<file path="config.mk">
export PLATFORM = sky130hd
export DESIGN_NAME = window_result_writer_flat
export DESIGN_NICKNAME = d
export VERILOG_FILES = /design/src/rtl/window_result_writer_if.sv /design/src/rtl/window_result_writer.sv /design/src/flat_wrapper.sv
export SDC_FILE = /design/constraint.sdc
export NUM_CORES = 1
export LEC_CHECK = 0
export ABC_CLOCK_PERIOD_IN_PS = 1600
export CAP_MARGIN = 0
export CORE_UTILIZATION = 45
export CTS_CLUSTER_DIAMETER = 30
export DETAILED_ROUTE_END_ITERATION = 6
export PLACE_DENSITY_LB_ADDON = 0.08
export SLEW_MARGIN = 20
export SYNTH_ARGS = -nofsm -noshare
export SYNTH_HDL_FRONTEND = slang
export SYNTH_SLANG_ARGS = --single-unit
</file>
<file path="constraint.sdc">
create_clock -name clk -period 1.6 [get_ports clk]
set_input_delay 0.32 -clock clk [delete_from_list [all_inputs] [get_ports clk]]
set_output_delay 0.32 -clock clk [all_outputs]
set_load 0.05 [all_outputs]
</file>
<file path="src/rtl/window_result_writer_if.sv">
// window_result_writer_if
//   Handshake and RAM write-port bundle between the window result source,
//   the window slider and the result writer.
//   master: drives start / res_bit / res_valid, observes everything else.
//   slave : the writer; accepts results, drives slide, RAM write port,
//           busy and done.
interface window_result_writer_if #(
    parameter int unsigned DATA_WIDTH      = 8,
    parameter int unsigned DATA_ADDR_WIDTH = 10
);
    logic                       start;
    logic                       res_bit;
    logic                       res_valid;
    logic                       res_ready;
    logic                       slide;
    logic [DATA_ADDR_WIDTH-1:0] ram_w_addr;
    logic [DATA_WIDTH-1:0]      ram_w_data;
    logic                       ram_w_en;
    logic                       busy;
    logic                       done;

    modport master (
        output start, res_bit, res_valid,
        input  res_ready, slide, ram_w_addr, ram_w_data, ram_w_en, busy, done
    );

    modport slave (
        input  start, res_bit, res_valid,
        output res_ready, slide, ram_w_addr, ram_w_data, ram_w_en, busy, done
    );
endinterface

</file>
<file path="src/rtl/window_result_writer.sv">
// window_result_writer
//   Write-back end of the binary window datapath. Collects one result bit
//   per kernel window and stores the output feature map row-major into a
//   single-port RAM starting at BASE_ADDR, requesting the next window from
//   the slider with a one-cycle slide pulse after each accepted result.
//
//   Optional feature macro: WINDOW_WRITER_PACK_EN
//     defined   : DATA_WIDTH results packed per word, LSB first.
//     undefined : one result per word (bit 0, upper bits zero), the format
//                 the window-slide reader consumes.
//
//   Ports:
//     clk  - clock
//     rst  - synchronous reset, active low
//     bus  - window_result_writer_if.slave
//              start      in  : begin a new map (sampled in IDLE only)
//              res_bit    in  : window result
//              res_valid  in  : res_bit valid
//              res_ready  out : result accepted when res_valid & res_ready
//              slide      out : request next window (registered pulse)
//              ram_w_addr out : RAM write address
//              ram_w_data out : RAM write data
//              ram_w_en   out : RAM write strobe
//              busy       out : high outside IDLE
//              done       out : one-cycle pulse after the final write
module window_result_writer #(
    parameter int unsigned DATA_WIDTH      = 8,
    parameter int unsigned DATA_ADDR_WIDTH = 10,
    parameter int unsigned IMAGE_ROW_LEN   = 32,
    parameter int unsigned IMAGE_COL_LEN   = 32,
    parameter int unsigned KERNEL_SIZE     = 3,
    parameter int unsigned STRIDE          = 1,
    parameter int unsigned BASE_ADDR       = 512
) (
    input  logic                    clk,
    input  logic                    rst,
    window_result_writer_if.slave   bus
);
    localparam int unsigned OUT_ROWS = (IMAGE_ROW_LEN - KERNEL_SIZE) / STRIDE + 1;
    localparam int unsigned OUT_COLS = (IMAGE_COL_LEN - KERNEL_SIZE) / STRIDE + 1;
    localparam int unsigned TOTAL    = OUT_ROWS * OUT_COLS;
    localparam int unsigned N_W      = $clog2(TOTAL + 1);
`ifdef WINDOW_WRITER_PACK_EN
    localparam int unsigned BIT_W    = (DATA_WIDTH > 1) ? $clog2(DATA_WIDTH) : 1;
`endif

    typedef enum logic [1:0] {
        S_IDLE,
        S_COLLECT,
        S_WRITE,
        S_DONE
    } state_t;

    state_t                     state_q, state_d;
    logic [N_W-1:0]             n_q, n_d;
    logic [DATA_ADDR_WIDTH-1:0] word_q, word_d;
    logic [DATA_WIDTH-1:0]      wbuf_q, wbuf_d;
    logic                       slide_q, slide_d;
`ifdef WINDOW_WRITER_PACK_EN
    logic [BIT_W-1:0]           bit_q, bit_d;
`endif

    always_ff @(posedge clk) begin
        if (!rst) begin
            state_q <= S_IDLE;
            n_q     <= '0;
            word_q  <= '0;
            wbuf_q  <= '0;
            slide_q <= 1'b0;
`ifdef WINDOW_WRITER_PACK_EN
            bit_q   <= '0;
`endif
        end else begin
            state_q <= state_d;
            n_q     <= n_d;
            word_q  <= word_d;
            wbuf_q  <= wbuf_d;
            slide_q <= slide_d;
`ifdef WINDOW_WRITER_PACK_EN
            bit_q   <= bit_d;
`endif
        end
    end

    always_comb begin
        state_d = state_q;
        n_d     = n_q;
        word_d  = word_q;
        wbuf_d  = wbuf_q;
        slide_d = 1'b0;
`ifdef WINDOW_WRITER_PACK_EN
        bit_d   = bit_q;
`endif

        unique case (state_q)
            S_IDLE: begin
                if (bus.start) begin
                    n_d     = '0;
                    word_d  = '0;
                    wbuf_d  = '0;
`ifdef WINDOW_WRITER_PACK_EN
                    bit_d   = '0;
`endif
                    state_d = S_COLLECT;
                end
            end

            S_COLLECT: begin
                if (bus.res_valid) begin
                    n_d     = n_q + 1'b1;
                    // The last window has no successor to slide to.
                    slide_d = (n_q != N_W'(TOTAL - 1));
`ifdef WINDOW_WRITER_PACK_EN
                    wbuf_d[bit_q] = bus.res_bit;
                    bit_d         = bit_q + 1'b1;
                    // Flush on a full word or on the final (possibly partial) word.
                    if (bit_q == BIT_W'(DATA_WIDTH - 1) || n_q == N_W'(TOTAL - 1)) begin
                        bit_d   = '0;
                        state_d = S_WRITE;
                    end
`else
                    wbuf_d    = '0;
                    wbuf_d[0] = bus.res_bit;
                    state_d   = S_WRITE;
`endif
                end
            end

            S_WRITE: begin
                word_d  = word_q + 1'b1;
                wbuf_d  = '0;
                state_d = (n_q == N_W'(TOTAL)) ? S_DONE : S_COLLECT;
            end

            S_DONE: begin
                state_d = S_IDLE;
            end

            default: begin
                state_d = S_IDLE;
            end
        endcase
    end

    assign bus.res_ready  = (state_q == S_COLLECT);
    assign bus.ram_w_en   = (state_q == S_WRITE);
    assign bus.ram_w_addr = DATA_ADDR_WIDTH'(BASE_ADDR) + word_q;
    assign bus.ram_w_data = wbuf_q;
    assign bus.busy       = (state_q != S_IDLE);
    assign bus.done       = (state_q == S_DONE);
    assign bus.slide      = slide_q;

endmodule

</file>
<file path="src/flat_wrapper.sv">
// flat-port wrapper written by rule: the top's interface ports become plain ports
module window_result_writer_flat 
#(
    parameter int unsigned DATA_WIDTH      = 8,
    parameter int unsigned DATA_ADDR_WIDTH = 10,
    parameter int unsigned IMAGE_ROW_LEN   = 32,
    parameter int unsigned IMAGE_COL_LEN   = 32,
    parameter int unsigned KERNEL_SIZE     = 3,
    parameter int unsigned STRIDE          = 1,
    parameter int unsigned BASE_ADDR       = 512
)
  (clk, rst, bus_start, bus_res_bit, bus_res_valid, bus_res_ready, bus_slide, bus_ram_w_addr, bus_ram_w_data, bus_ram_w_en, bus_busy, bus_done);
  window_result_writer_if #(.DATA_WIDTH(DATA_WIDTH), .DATA_ADDR_WIDTH(DATA_ADDR_WIDTH)) bus_i ();
  input  logic clk;
  input  logic rst;
  input wire logic [$bits(bus_i.start)-1:0] bus_start;
  input wire logic [$bits(bus_i.res_bit)-1:0] bus_res_bit;
  input wire logic [$bits(bus_i.res_valid)-1:0] bus_res_valid;
  output wire logic [$bits(bus_i.res_ready)-1:0] bus_res_ready;
  output wire logic [$bits(bus_i.slide)-1:0] bus_slide;
  output wire logic [$bits(bus_i.ram_w_addr)-1:0] bus_ram_w_addr;
  output wire logic [$bits(bus_i.ram_w_data)-1:0] bus_ram_w_data;
  output wire logic [$bits(bus_i.ram_w_en)-1:0] bus_ram_w_en;
  output wire logic [$bits(bus_i.busy)-1:0] bus_busy;
  output wire logic [$bits(bus_i.done)-1:0] bus_done;
  assign bus_i.start = bus_start;
  assign bus_i.res_bit = bus_res_bit;
  assign bus_i.res_valid = bus_res_valid;
  assign bus_res_ready = bus_i.res_ready;
  assign bus_slide = bus_i.slide;
  assign bus_ram_w_addr = bus_i.ram_w_addr;
  assign bus_ram_w_data = bus_i.ram_w_data;
  assign bus_ram_w_en = bus_i.ram_w_en;
  assign bus_busy = bus_i.busy;
  assign bus_done = bus_i.done;
  window_result_writer #(.DATA_WIDTH(DATA_WIDTH), .DATA_ADDR_WIDTH(DATA_ADDR_WIDTH), .IMAGE_ROW_LEN(IMAGE_ROW_LEN), .IMAGE_COL_LEN(IMAGE_COL_LEN), .KERNEL_SIZE(KERNEL_SIZE), .STRIDE(STRIDE), .BASE_ADDR(BASE_ADDR)) u_core (.clk(clk), .rst(rst), .bus(bus_i));
endmodule
</file>
==> impl_metrics.env <==
export IMPL_status="complete, but fails checks"
export IMPL_failed_checks="design-rule violations"
export IMPL_drc=3
export IMPL_setup_tns_ps=0
export IMPL_clkTransAtPathRegs_ps=150
export IMPL_grt_max_degree=15
export IMPL_finalClockSkew_ps=16.1
export IMPL_cp_start_kind="register"
export IMPL_grt_ovfl_total=0
export IMPL_crit_buf_inv=2
export IMPL_die_area_um2=3240
export IMPL_drt_iter0_drc=55
export IMPL_instances_no_fill=221
export IMPL_rows=19
export IMPL_power_total_mw=1.31
export IMPL_dp_slack_ps=-231
export IMPL_busiest_layer="met2"
export IMPL_synthSimpleGateAreaFrac=0.275
export IMPL_synthCells=163
export IMPL_syn_cell_area_um2=1360
export IMPL_synth_edf_count=0
export IMPL_cts_sinks=24
export IMPL_critPathCaptureType="primary output"
export IMPL_cp_required_ps=1280
export IMPL_grt_pass1_vias=1178
export IMPL_hold_path_class="register to register"
export IMPL_area_growth_pct=34.7
export IMPL_nNetsFinal=199
export IMPL_cp_cell_sequence="nand2b_2 -> inv_2 -> buf_12"
export IMPL_ys_warn_count=0
export IMPL_synth_compound_area_frac=0.156
export IMPL_critPathKind="register to primary output"
export IMPL_cp_slowest_cell="dfxtp_4"
export IMPL_globalplace_congestion=0.732
export IMPL_synth_top_cell_by_area="dfxtp_1"
export IMPL_io_pins=28
export IMPL_synth_top_family_by_area="simple AND/OR/NAND/NOR gates"
export IMPL_clk_latency_ps=330
export IMPL_core_area_um2=2810
export IMPL_grtUsageMet2=0.328
export IMPL_synth_async_sr_flop_share=0
export IMPL_peakVddDrop_v=0.000409
export IMPL_leakage_nw=0.660
export IMPL_synth_area_per_cell_um2=8.34
export IMPL_fin_area_um2=1830
export IMPL_hold_viol=0
export IMPL_met1_usage=0.252
export IMPL_postLayoutCoreUtil=0.653
export IMPL_nFillCells=234
export IMPL_crit_arrival_ps=1250
export IMPL_synth_seq_cells=24
export IMPL_post_dp_hpwl_um=2220
export IMPL_use_met3=0.0295
export IMPL_port_buffers=20
export IMPL_setup_viol=0
export IMPL_period_share=0.980
export IMPL_cp_max_fo=7
export IMPL_root_buffer="clkbuf_4"
export IMPL_num_vias=1235
export IMPL_wl_per_cell_um=13.7
export IMPL_synthAdderAreaFrac=0.0276
export IMPL_antenna_cells=0
export IMPL_maxCapViolCount=0
export IMPL_seq_area_frac_synth=0.354
export IMPL_clock_path_buffers=2
export IMPL_place_area_um2=1720
export IMPL_cpLargestDelayFamily="flip-flops"
export IMPL_layout_common_cells="22 x buf_4, 21 x dfxtp_1, 13 x buf_12"
export IMPL_final_common_cell="buf_4"
export IMPL_grtUsageTotal=0.200
export IMPL_place_inst=213
export IMPL_fin_hold_ws_ps=497
export IMPL_yosysUniqueCellTypes=37
export IMPL_grt_pass1_wl_um=5100
export IMPL_die_w_um=57.0
export IMPL_viasPerCell=5.59
export IMPL_finalMaxSlewViolations=0
export IMPL_synthXorXnorAreaFrac=0
export IMPL_drtPass1Iterations=6
export IMPL_ys_flop_type="dfxtp_1"
export IMPL_wirelength_um=3030
export IMPL_min_period_ps=1570
export IMPL_worst_slack_ps=32.4
export IMPL_rsz0062_at_grt="true"
export IMPL_start_util=0.484
export IMPL_drive_gt1_frac=0.279
export IMPL_cts_htree_levels=1
export IMPL_synth_area_leaders="dfxtp_1 35%, buf_4 8.8%, a21oi_1 4.4%, mux2i_1 4.4%, or4_1 3.9%"
export IMPL_die_h_um=57.0
export IMPL_p_per_area_nw_per_um2=715
export IMPL_cts_tree="yes"
export IMPL_muxShareOfSynthArea=0.0442
export IMPL_max_stage_delay_ps=380
export IMPL_yosysTopAreaCellShare=0.354
export IMPL_grt_antenna_before_repair=0
export IMPL_clock_fmax_mhz=638
export IMPL_cts_buffers=3
export IMPL_postRouteAntennaNets=0
==> worst register-to-register path: cells and delay by family (launching register included) <==
family / cells / cell delay [ps]
and+or+nand+nor: 1 / 470
muxes: 1 / 110
DFF: 1 / 380
buffers and inverters: 2 / 330
AOI/OAI and AO/OA: 1 / 150
==> cell usage after synthesis, drive strengths merged (2+ instances only) <==
master / count
mux2i: 6
a31oi: 2
nor2: 3
nand4: 4
o31ai: 5
o21ai: 5
or4: 8
inv: 12
nand2: 9
nand3b: 6
buf: 16
o211ai: 4
clkbuf: 7
nand4b: 2
a21oi: 12
dfxtp: 24
or3: 4
nand2b: 3
nand3: 10
ha: 3
nor4: 5
==> flip-flops by register name, summed over array words and instances, names as in the netlist <==
| register | flops |
|---|---|
| u_core.bus.ram_w_data | 1 |
| u_core.state_q | 2 |
| u_core.bus.slide | 1 |
| u_core.word_q | 10 |
| u_core.n_q | 10 |
==> kinds of logic (layout without fill, tap and decap cells) <==
group           Yosys count  in the layout
simple gates             61             61
buf+inv                  35             56
compound gates           33             33
flops                    24             24
mux                       6              6
fa+ha+maj                 3              3
other cells               1              7
==> path summary, 6_finish.rpt <==
check | start | end | slack (ps) | depth (start not counted)
setup / recovery | u_core.state_q[0] | bus_ram_w_en | 30 | 3
hold reg to reg | u_core.word_q[9] | u_core.word_q[9] | 500 | 2
setup reg to reg | u_core.state_q[0] | u_core.n_q[6] | 100 | 5
hold / removal | u_core.word_q[9] | u_core.word_q[9] | 500 | 2
==> layer usage <==
layer	part of all wire	vias to the layer above
met5	0	-
met4	0.016	0
met3	0.025	5
met2	0.49	23
met1	0.47	581
li1	-	626
==> repair_timing <==
| item | in CTS | in global routing |
|---|---|---|
| buffers inserted | 3 | 1 |
| pin swaps | 0 | 2 |
| gates resized for setup | 7 | 5 |
| endpoints found under the setup margin | 4 | 6 |
| hold buffers | 0 | 0 |
| cloned | 0 | 0 |
==> cell type report <==
class                      count  area [um^2]  share of cell area
multi-input combinational    110          728               0.398
sequential                    24          489               0.267
timing repair buffer          40          477               0.260
inverter                      12         45.0              0.0246
tap                           31         38.8              0.0212
clock inverter                 1         30.0              0.0164
clock buffer                   3         22.5              0.0123
==> power breakdown <==
part / switching [mW] / internal [mW] / total, mW
registers: 0.00627 / 0.604 / 0.610
clock network: 0.202 / 0.254 / 0.456
logic: 0.146 / 0.0972 / 0.244
(Power assumes the default switching activity.)
